===== src/rtl/mcspi_pkg.sv =====
// Shared definitions for the McSPI3 responder: FSM states and frame geometry.
package mcspi_pkg;

  typedef enum logic [1:0] {
    ST_IDLE = 2'd0,
    ST_CMD  = 2'd1,
    ST_DATA = 2'd2,
    ST_DONE = 2'd3
  } state_t;

  localparam int FRAME_BITS = 16;
  localparam int CMD_BITS   = 8;
  localparam int RW_BIT     = 15;
  localparam int CNT_W      = 4;

endpackage


===== src/rtl/mcspi_sync.sv =====
// Single-pin synchronizer with registered rise/fall pulses, all aligned with level.
module mcspi_sync #(
  parameter int   SYNC_STAGES = 2,
  parameter logic RST_VAL     = 1'b0
) (
  input  logic clk,
  input  logic rst,
  input  logic din,
  output logic level,
  output logic rise,
  output logic fall
);

  logic [SYNC_STAGES-1:0] chain;
  logic                   prev;
  // vld_p tracks which chain positions hold real pin samples since reset,
  // so a pin already low at reset release is not mistaken for an edge.
  logic [SYNC_STAGES:0]   vld_p;
  logic                   sync_lvl;

  assign sync_lvl = chain[SYNC_STAGES-1];

  always_ff @(posedge clk or posedge rst) begin
    if (rst) begin
      chain <= {SYNC_STAGES{RST_VAL}};
      prev  <= RST_VAL;
      vld_p <= '0;
      level <= RST_VAL;
      rise  <= 1'b0;
      fall  <= 1'b0;
    end else begin
      chain <= SYNC_STAGES'({chain, din});
      prev  <= sync_lvl;
      vld_p <= (SYNC_STAGES+1)'({vld_p, 1'b1});
      level <= sync_lvl;
      rise  <= vld_p[SYNC_STAGES] & sync_lvl & ~prev;
      fall  <= vld_p[SYNC_STAGES] & ~sync_lvl & prev;
    end
  end

endmodule


===== src/rtl/mcspi_responder.sv =====
// McSPI3 responder: 16-bit R/W command frames to register strobes, read data on SOMI.
// Optional aborted-frame counter enabled by defining MCSPI_RESPONDER_ERR_EN.
module mcspi_responder
  import mcspi_pkg::*;
#(
  parameter int ADDR_W      = 7,
  parameter int DATA_W      = 8,
  parameter int SYNC_STAGES = 2
) (
  input  logic              master_clk,
  input  logic              reset,
  input  logic              spi_clk,
  input  logic              spi_cs_n,
  input  logic              spi_simo,
  output logic              spi_somi,
  output logic              spi_somi_oe,
  output logic [ADDR_W-1:0] reg_addr,
  output logic [DATA_W-1:0] reg_wdata,
  output logic              reg_wr,
  output logic              reg_rd,
  input  logic [DATA_W-1:0] reg_rdata,
  output logic              busy
`ifdef MCSPI_RESPONDER_ERR_EN
  ,
  output logic [7:0]        err_count
`endif
);

  localparam int SR_W = CMD_BITS - 1;
  localparam int CMD_RW = RW_BIT - (FRAME_BITS - CMD_BITS);
  localparam logic [CNT_W-1:0] CNT_CMD_LAST   = CNT_W'(CMD_BITS - 1);
  localparam logic [CNT_W-1:0] CNT_FRAME_LAST = CNT_W'(FRAME_BITS - 1);

  logic sclk_rise, sclk_fall, unused_sclk_lvl;
  logic cs_rise, cs_fall, cs_lvl;
  logic simo_lvl, unused_simo_rise, unused_simo_fall;

  mcspi_sync #(.SYNC_STAGES(SYNC_STAGES), .RST_VAL(1'b0)) u_sync_sclk (
    .clk(master_clk), .rst(reset), .din(spi_clk),
    .level(unused_sclk_lvl), .rise(sclk_rise), .fall(sclk_fall)
  );

  mcspi_sync #(.SYNC_STAGES(SYNC_STAGES), .RST_VAL(1'b1)) u_sync_cs (
    .clk(master_clk), .rst(reset), .din(spi_cs_n),
    .level(cs_lvl), .rise(cs_rise), .fall(cs_fall)
  );

  mcspi_sync #(.SYNC_STAGES(SYNC_STAGES), .RST_VAL(1'b0)) u_sync_simo (
    .clk(master_clk), .rst(reset), .din(spi_simo),
    .level(simo_lvl), .rise(unused_simo_rise), .fall(unused_simo_fall)
  );

  state_t               state, state_nxt;
  logic [CNT_W-1:0]     bit_cnt;
  logic [SR_W-1:0]      rx_sr;
  logic [CMD_BITS-1:0]  cur_byte;
  logic                 is_rd;
  logic                 cmd_last, frame_last, abort;
  logic                 rd_p1;
  logic [DATA_W-1:0]    tx_sr;

  assign cur_byte   = {rx_sr, simo_lvl};
  assign cmd_last   = (state == ST_CMD)  && sclk_rise && (bit_cnt == CNT_CMD_LAST);
  assign frame_last = (state == ST_DATA) && sclk_rise && (bit_cnt == CNT_FRAME_LAST);
  assign abort      = cs_rise && ((state == ST_CMD) || (state == ST_DATA));

  assign busy        = (state != ST_IDLE);
  assign spi_somi_oe = ~cs_lvl;

  always_comb begin
    state_nxt = state;
    case (state)
      ST_IDLE: if (cs_fall)  state_nxt = ST_CMD;
      ST_CMD:  if (cmd_last) state_nxt = ST_DATA;
      ST_DATA: if (frame_last) state_nxt = ST_DONE;
      ST_DONE: state_nxt = ST_DONE;
      default: state_nxt = ST_IDLE;
    endcase
    if (cs_rise) state_nxt = ST_IDLE;
  end

  always_ff @(posedge master_clk or posedge reset) begin
    if (reset) state <= ST_IDLE;
    else       state <= state_nxt;
  end

  // Stage p0: bit counting, command capture and strobe generation
  always_ff @(posedge master_clk or posedge reset) begin
    if (reset) begin
      bit_cnt   <= '0;
      is_rd     <= 1'b0;
      reg_addr  <= '0;
      reg_wdata <= '0;
      reg_wr    <= 1'b0;
      reg_rd    <= 1'b0;
    end else begin
      if (cs_fall)
        bit_cnt <= '0;
      else if (sclk_rise && state != ST_IDLE)
        bit_cnt <= bit_cnt + 1'b1;

      if (cmd_last) begin
        is_rd    <= cur_byte[CMD_RW];
        reg_addr <= cur_byte[ADDR_W-1:0];
      end

      reg_rd <= cmd_last && cur_byte[CMD_RW];
      reg_wr <= frame_last && !is_rd;
      if (frame_last && !is_rd)
        reg_wdata <= cur_byte[DATA_W-1:0];
    end
  end

  always_ff @(posedge master_clk) begin
    if (sclk_rise && state != ST_IDLE)
      rx_sr <= cur_byte[SR_W-1:0];
  end

  // Stage p1: register-file read data lands one cycle after reg_rd
  always_ff @(posedge master_clk or posedge reset) begin
    if (reset) rd_p1 <= 1'b0;
    else       rd_p1 <= reg_rd;
  end

  always_ff @(posedge master_clk) begin
    if (rd_p1)
      tx_sr <= reg_rdata;
    else if (sclk_fall && state == ST_DATA)
      tx_sr <= {tx_sr[DATA_W-2:0], 1'b0};
  end

  // Stage p2: SOMI launch on falling edges of the data half of a read frame
  always_ff @(posedge master_clk or posedge reset) begin
    if (reset)
      spi_somi <= 1'b0;
    else if (state == ST_DATA && is_rd) begin
      if (sclk_fall) spi_somi <= tx_sr[DATA_W-1];
    end else
      spi_somi <= 1'b0;
  end

`ifdef MCSPI_RESPONDER_ERR_EN
  function automatic logic [7:0] sat_inc8(input logic [7:0] v);
    return (v == 8'hFF) ? v : v + 8'd1;
  endfunction

  always_ff @(posedge master_clk or posedge reset) begin
    if (reset)      err_count <= 8'd0;
    else if (abort) err_count <= sat_inc8(err_count);
  end
`else
  logic unused_abort;
  assign unused_abort = abort;
`endif

endmodule

===== config.mk =====
export PLATFORM = sky130hd
export DESIGN_NAME = mcspi_responder
export DESIGN_NICKNAME = d
export VERILOG_FILES = /design/src/rtl/mcspi_pkg.sv /design/src/rtl/mcspi_sync.sv /design/src/rtl/mcspi_responder.sv
export SDC_FILE = /design/constraint.sdc
export NUM_CORES = 1
export LEC_CHECK = 0
export ABC_AREA = 0
export BUFFER_PORTS_ARGS = -buffer_cell sky130_fd_sc_hd__buf_2
export CAP_MARGIN = 10
export CELL_PAD_IN_SITES_DETAIL_PLACEMENT = 1
export CELL_PAD_IN_SITES_GLOBAL_PLACEMENT = 2
export CORE_UTILIZATION = 42
export CTS_CLUSTER_SIZE = 30
export DETAILED_ROUTE_END_ITERATION = 8
export HOLD_SLACK_MARGIN = 0.02
export PLACE_DENSITY_LB_ADDON = 0.1
export SLEW_MARGIN = 25
export SYNTH_ARGS = -nofsm -noshare
export SYNTH_HDL_FRONTEND = slang
export SYNTH_SLANG_ARGS = --single-unit

===== constraint.sdc =====
create_clock -name master_clk -period 2.3 [get_ports master_clk]
set_input_delay 0.345 -clock master_clk [delete_from_list [all_inputs] [get_ports master_clk]]
set_output_delay 0.345 -clock master_clk [all_outputs]
set_load 0.05 [all_outputs]

# Word level (Yosys, flattened, before mapping)
# Cells that the tools add are included.
[totals]
regBits = 60
input_bits = 13
out_inout_bits = 20
elab_cells = 71
[op_classes]
add_sub_neg = 1
n_eq_ne = 9
n_mux = 11
bitwise = 12
reduce_logical = 15
[ops]
columns = ["cell", "n"]
rows = [
  ["$mux W8", 2],
  ["$logic_and A1 B1 Y1", 9],
  ["$and A1 B1 Y1", 8],
  ["$mux W2", 4],
  ["$mux W4", 2],
  ["$pmux W2 S4", 1],
  ["$ne A3 B2 Y1 const B", 2],
  ["$reduce_bool A2 Y1", 3],
  ["$add A4 B1 Y4 const B", 1],
  ["$eq A2 B2 Y1 const B", 2],
  ["$eq A4 B3 Y1 const B", 1],
  ["$eq A4 B4 Y1 const B", 1],
  ["$not A1 Y1", 4],
  ["$ne A3 B1 Y1 const B", 1],
  ["$reduce_and A3 Y1", 1],
  ["$eq A2 B1 Y1 const B", 1],
  ["$logic_not A2 Y1", 1],
  ["$mux W1", 2],
  ["$ne A2 B1 Y1 const B", 1],
  ["$logic_not A1 Y1", 1],
]

# Depth between registers and ports, before layout
[depth]
depth_word = 6
ltp_mapped = 5

# Hierarchy
# A second synthesis with hierarchy kept.
[hier_totals]
cells_unflattened = 137
hier_area_um2 = 2303.5
[modules_own_cells]
columns = ["mod", "n_inst", "cells_per_inst", "area_each_um2", "seq_area_each_um2"]
rows = [
  ["mcspi_responder", 1, 101, 1624.1, 1101.1],
  ["mcspi_sync at u_sync_sclk ...", 2, 12, 225.2, 200.2],
  ["mcspi_sync at u_sync_cs", 1, 12, 229.0, 203.9],
]

# Least setup slack after synthesis
# Ideal clock, no wire load.
[synth_path]
kind = "flip-flop to flip-flop"
from = "register bit_cnt[0]"
to = "register reg_addr[0]"
setup_ns = 0.125
arrival_time_ns = 1.479
required_time_ns = 2.175
slack_ns = 0.696
stages_incl_launch_ff = 6
cell_sequence = "dfrtp_1 > ha_1 > nand3_1 > or4_4 > buf_6 > mux2_4"
[synth_between]
elab_chain_cells = 2
[synth_lines]
columns = ["element", "line", "text"]
rows = [
  ["from (decl)", "mcspi_responder.sv:54", "logic [CNT_W-1:0] bit_cnt;"],
  ["from (signal assigned)", "mcspi_responder.sv:100", "bit_cnt <= bit_cnt + 1'b1;"],
  ["$eq A4 B3 Y1", "mcspi_responder.sv:63", "assign cmd_last = (state == ST_CMD) && sclk_rise && (bit_cnt == CNT_CMD_LAST);"],
  ["$logic_and A1 B1 Y1", "mcspi_responder.sv:63", ""],
  ["to (signal assigned)", "mcspi_responder.sv:104", "reg_addr <= cur_byte[ADDR_W-1:0];"],
  ["to (decl)", "mcspi_responder.sv:17", "output logic [ADDR_W-1:0] reg_addr,"],
]
# No other way between the ends.
# A chain may end at the register's enable or synchronous reset.

# Worst setup path after layout
[layout_path]
from = "register bit_cnt[0]"
to = "register reg_wdata[5]"
[layout_between]
elab_chain_cells = 3
[layout_lines]
columns = ["element", "line", "text"]
rows = [
  ["$eq A4 B4 Y1", "mcspi_responder.sv:64", "assign frame_last = (state == ST_DATA) && sclk_rise && (bit_cnt == CNT_FRAME_LAST);"],
  ["$logic_and A1 B1 Y1", "mcspi_responder.sv:64", ""],
  ["$logic_and A1 B1 Y1", "mcspi_responder.sv:109", "if (frame_last && !is_rd)"],
  ["to (signal assigned)", "mcspi_responder.sv:110", "reg_wdata <= cur_byte[DATA_W-1:0];"],
  ["to (decl)", "mcspi_responder.sv:18", "output logic [DATA_W-1:0] reg_wdata,"],
]
# No other way between the ends.

==> results.py <==
metrics = {
    "run": {
        "cap_violations": 0,
    },
    "grt": {
        "antenna_found_initial": 0,
        "grt_use_total": 0.160,
        "groute.layer.met1.usage": 0.197,
        "grt-ovfl-total": 0,
        "grtUsageMet3": 0.0625,
        "grt_pass1_wl_um": 5930,
        "grt_most_used_layer": "met2",
        "grt_pass1_vias": 1212,
        "groute.layer.met2.usage": 0.252,
        "grt_start_max_net_pins": 43,
    },
    "clock_network": {
        "cts_tree": "done",
        "number_of_post_cts_setup_repair_buffers": 0,
        "clk-insertion-delay-late_ps": 330,
        "cts_buffers": 9,
        "ctsLongestPathBuffers": 2,
        "cts-hold-fix-buffers": 0,
        "path_clk_slew_ps": 60,
        "clk_root_buffer_cell": "clkbuf_8",
        "htree_num_levels": 3,
        "clock-sinks": 57,
        "postCtsResizedCells": 0,
    },
    "final_layout": {
        "final_cell_area_um2": 2480,
        "insertedDiodeCount": 0,
        "most-common-layout-cells": "39 x dfrtp_1, 32 x buf_2, 16 x mux2_2, 15 x edfxtp_1, 9 x clkbuf_8",
        "most_frequent_standard_cell_in_the_layout_excluding_fill_and_tap_cells": "dfrtp_1",
        "nNetsFinal": 178,
        "nFillCells": 472,
        "area_growth_syn_to_layout_pct": 20.6,
        "layout-drive-gt1-share": 0.450,
    },
    "worst_setup_path": {
        "worstSetupEndpointType": "flip-flop",
        "critPathMaxFanout": 9,
        "worstRegToRegCells": 4,
        "start_kind": "flip-flop",
        "crit_path_class": "flip-flop to flip-flop",
        "worstPathArrival_ps": 2040,
        "critical_path_required_ps": 2510,
    },
    "synth": {
        "ys_async_sr_fraction": 0.737,
        "synth_nets": 136,
        "ys_seq_elements": 57,
        "synthFlopType": "dfrtp_1",
        "synth_edf_count": 15,
        "synth.yosys.warnings": 0,
        "netlist_area_um2": 2060,
        "synth_cell_type_count": 31,
        "netlist_instances": 122,
        "synth_area_per_cell_um2": 16.9,
        "seq_area_frac_synth": 0.732,
    },
    "route": {
        "drt-wirelength-per-cell_um": 14.8,
        "drt-total-wl_um": 3480,
        "antenna_left": 0,
        "vias_per_cell": 4.75,
        "routed-via-count": 1120,
        "detail_route.iter0.violations": 31,
        "drc": 0,
        "drt-pass1-iter-count": 4,
    },
    "timing": {
        "skew_ps": 5.28,
        "tightestPinTransition_ps": 620,
        "maxSlewViolCount": 0,
        "achievable-frequency_mhz": 546,
        "grt_setup_unrepaired": "false",
        "hold_viol": 0,
        "final_min_period_over_clock_period": 0.796,
        "final_period_minus_worst_setup_slack_ps": 1830,
        "max_slew_margin": 0.583,
        "final-setup-viol-count": 0,
        "totalNegativeSetupSlack_ps": 0,
    },
    "placement": {
        "placedInstanceArea_um2": 2290,
        "place.gp.congestion": 0.787,
        "numPortBuffers": 32,
        "dp_hpwl_um": 2360,
    },
    "pwr": {
        "max-vdd-ir-drop_v": 0.000444,
        "total_leakage_power_nw": 1.19,
        "power_density_nw_per_um2": 824,
        "design_power_total_mw": 2.04,
    },
    "floorplan": {
        "die_area_um2": 5180,
        "floorplan.initialDensity": 0.435,
        "die_w_um": 72.0,
        "floorplan.die.height_um": 72.0,
        "ios": 33,
        "fp-row-count": 25,
        "fp.coreArea_um2": 4720,
    },
    "min_path": {
        "hold_path_depth": 1,
        "hold_class": "input pin to flip-flop",
    },
    "outcome": {
        "run_status": "finished clean",
    },
}
## area by class of cell
class,instances,area (um^2),share of cell area
Clock buffer,10,128,0.0515
Sequential cell,57,1510,0.607
Inverter,7,26.3,0.0106
Timing Repair Buffer,33,168,0.0676
Multi-Input combinational cell,56,509,0.205
Tap cell,67,83.8,0.0338
Clock inverter,6,58.8,0.0237
## stage by stage
step	utilization	hold slack, ps	setup slack (ps)	instances
after floorplan	-	331	696	122
after global placement	0.485	335	513	220
after detailed placement	0.485	336	425	220
after CTS	0.525	92.1	403	236
after global routing	0.525	97.0	292	236
final	0.525	114	469	236
## per-layer routing
layer | wire length [um] | part of all wire
met1 | 1520 | 0.44
met4 | 42 | 0.012
met2 | 1760 | 0.50
met5 | 0 | 0
met3 | 159 | 0.046
## flip-flops by register name, indices dropped and copies added (netlist names), 2 cells and up
register	cells
reg_wdata	8
tx_sr	8
reg_addr	7
rx_sr	7
bit_cnt	4
u_sync_cs.vld_p	3
state	2
u_sync_cs.chain	2
u_sync_sclk.chain	2
u_sync_simo.chain	2
## critical path, cell delays in order, from the launching register on
cell	delay, ps
dfrtp_1	390
ha_1	210
nand4_1	190
nor4_4	510
mux2_2	410
## Yosys cell counts (3+ instances only)
master,n,area share
mux2i_1,3,0.015
dfrtp_1,39,0.47
inv_1,6,0.011
edfxtp_1,15,0.22
nor2_1,5,0.0091
mux2_2,16,0.088
mux2_4,6,0.044
dfstp_2,3,0.038
## logic make-up (layout without fill, tap and decap cells)
family	after synthesis	after routing	synth area share
compound gates	7	7	0.0213
xor+xnor	2	2	0.00852
fa+ha+maj	1	1	0.00609
buf+inv	9	56	0.0201
flops	57	57	0.732
mux	25	25	0.146
other cells	1	1	0.00182
simple gates	20	20	0.0639
## report_power, final
part	internal, mW	switching [mW]
Clock	0.492	0.378
Combinational	0.0270	0.0513
Sequential	1.07	0.0256
## worst paths after layout
kind                                         start                 end  slack, ps
worst max-delay path                    bit_cnt[0]        reg_wdata[5]        470
worst min-delay path                      spi_cs_n  u_sync_cs.chain[0]        110
worst max register to register          bit_cnt[0]        reg_wdata[5]        470
worst min register to register  u_sync_cs.vld_p[1]  u_sync_cs.vld_p[2]        350
max in group asynchronous                    reset     u_sync_cs.level       1790
min in group asynchronous                    reset         reg_addr[1]        140
Note: power is estimated with default switching activity, not from simulation.
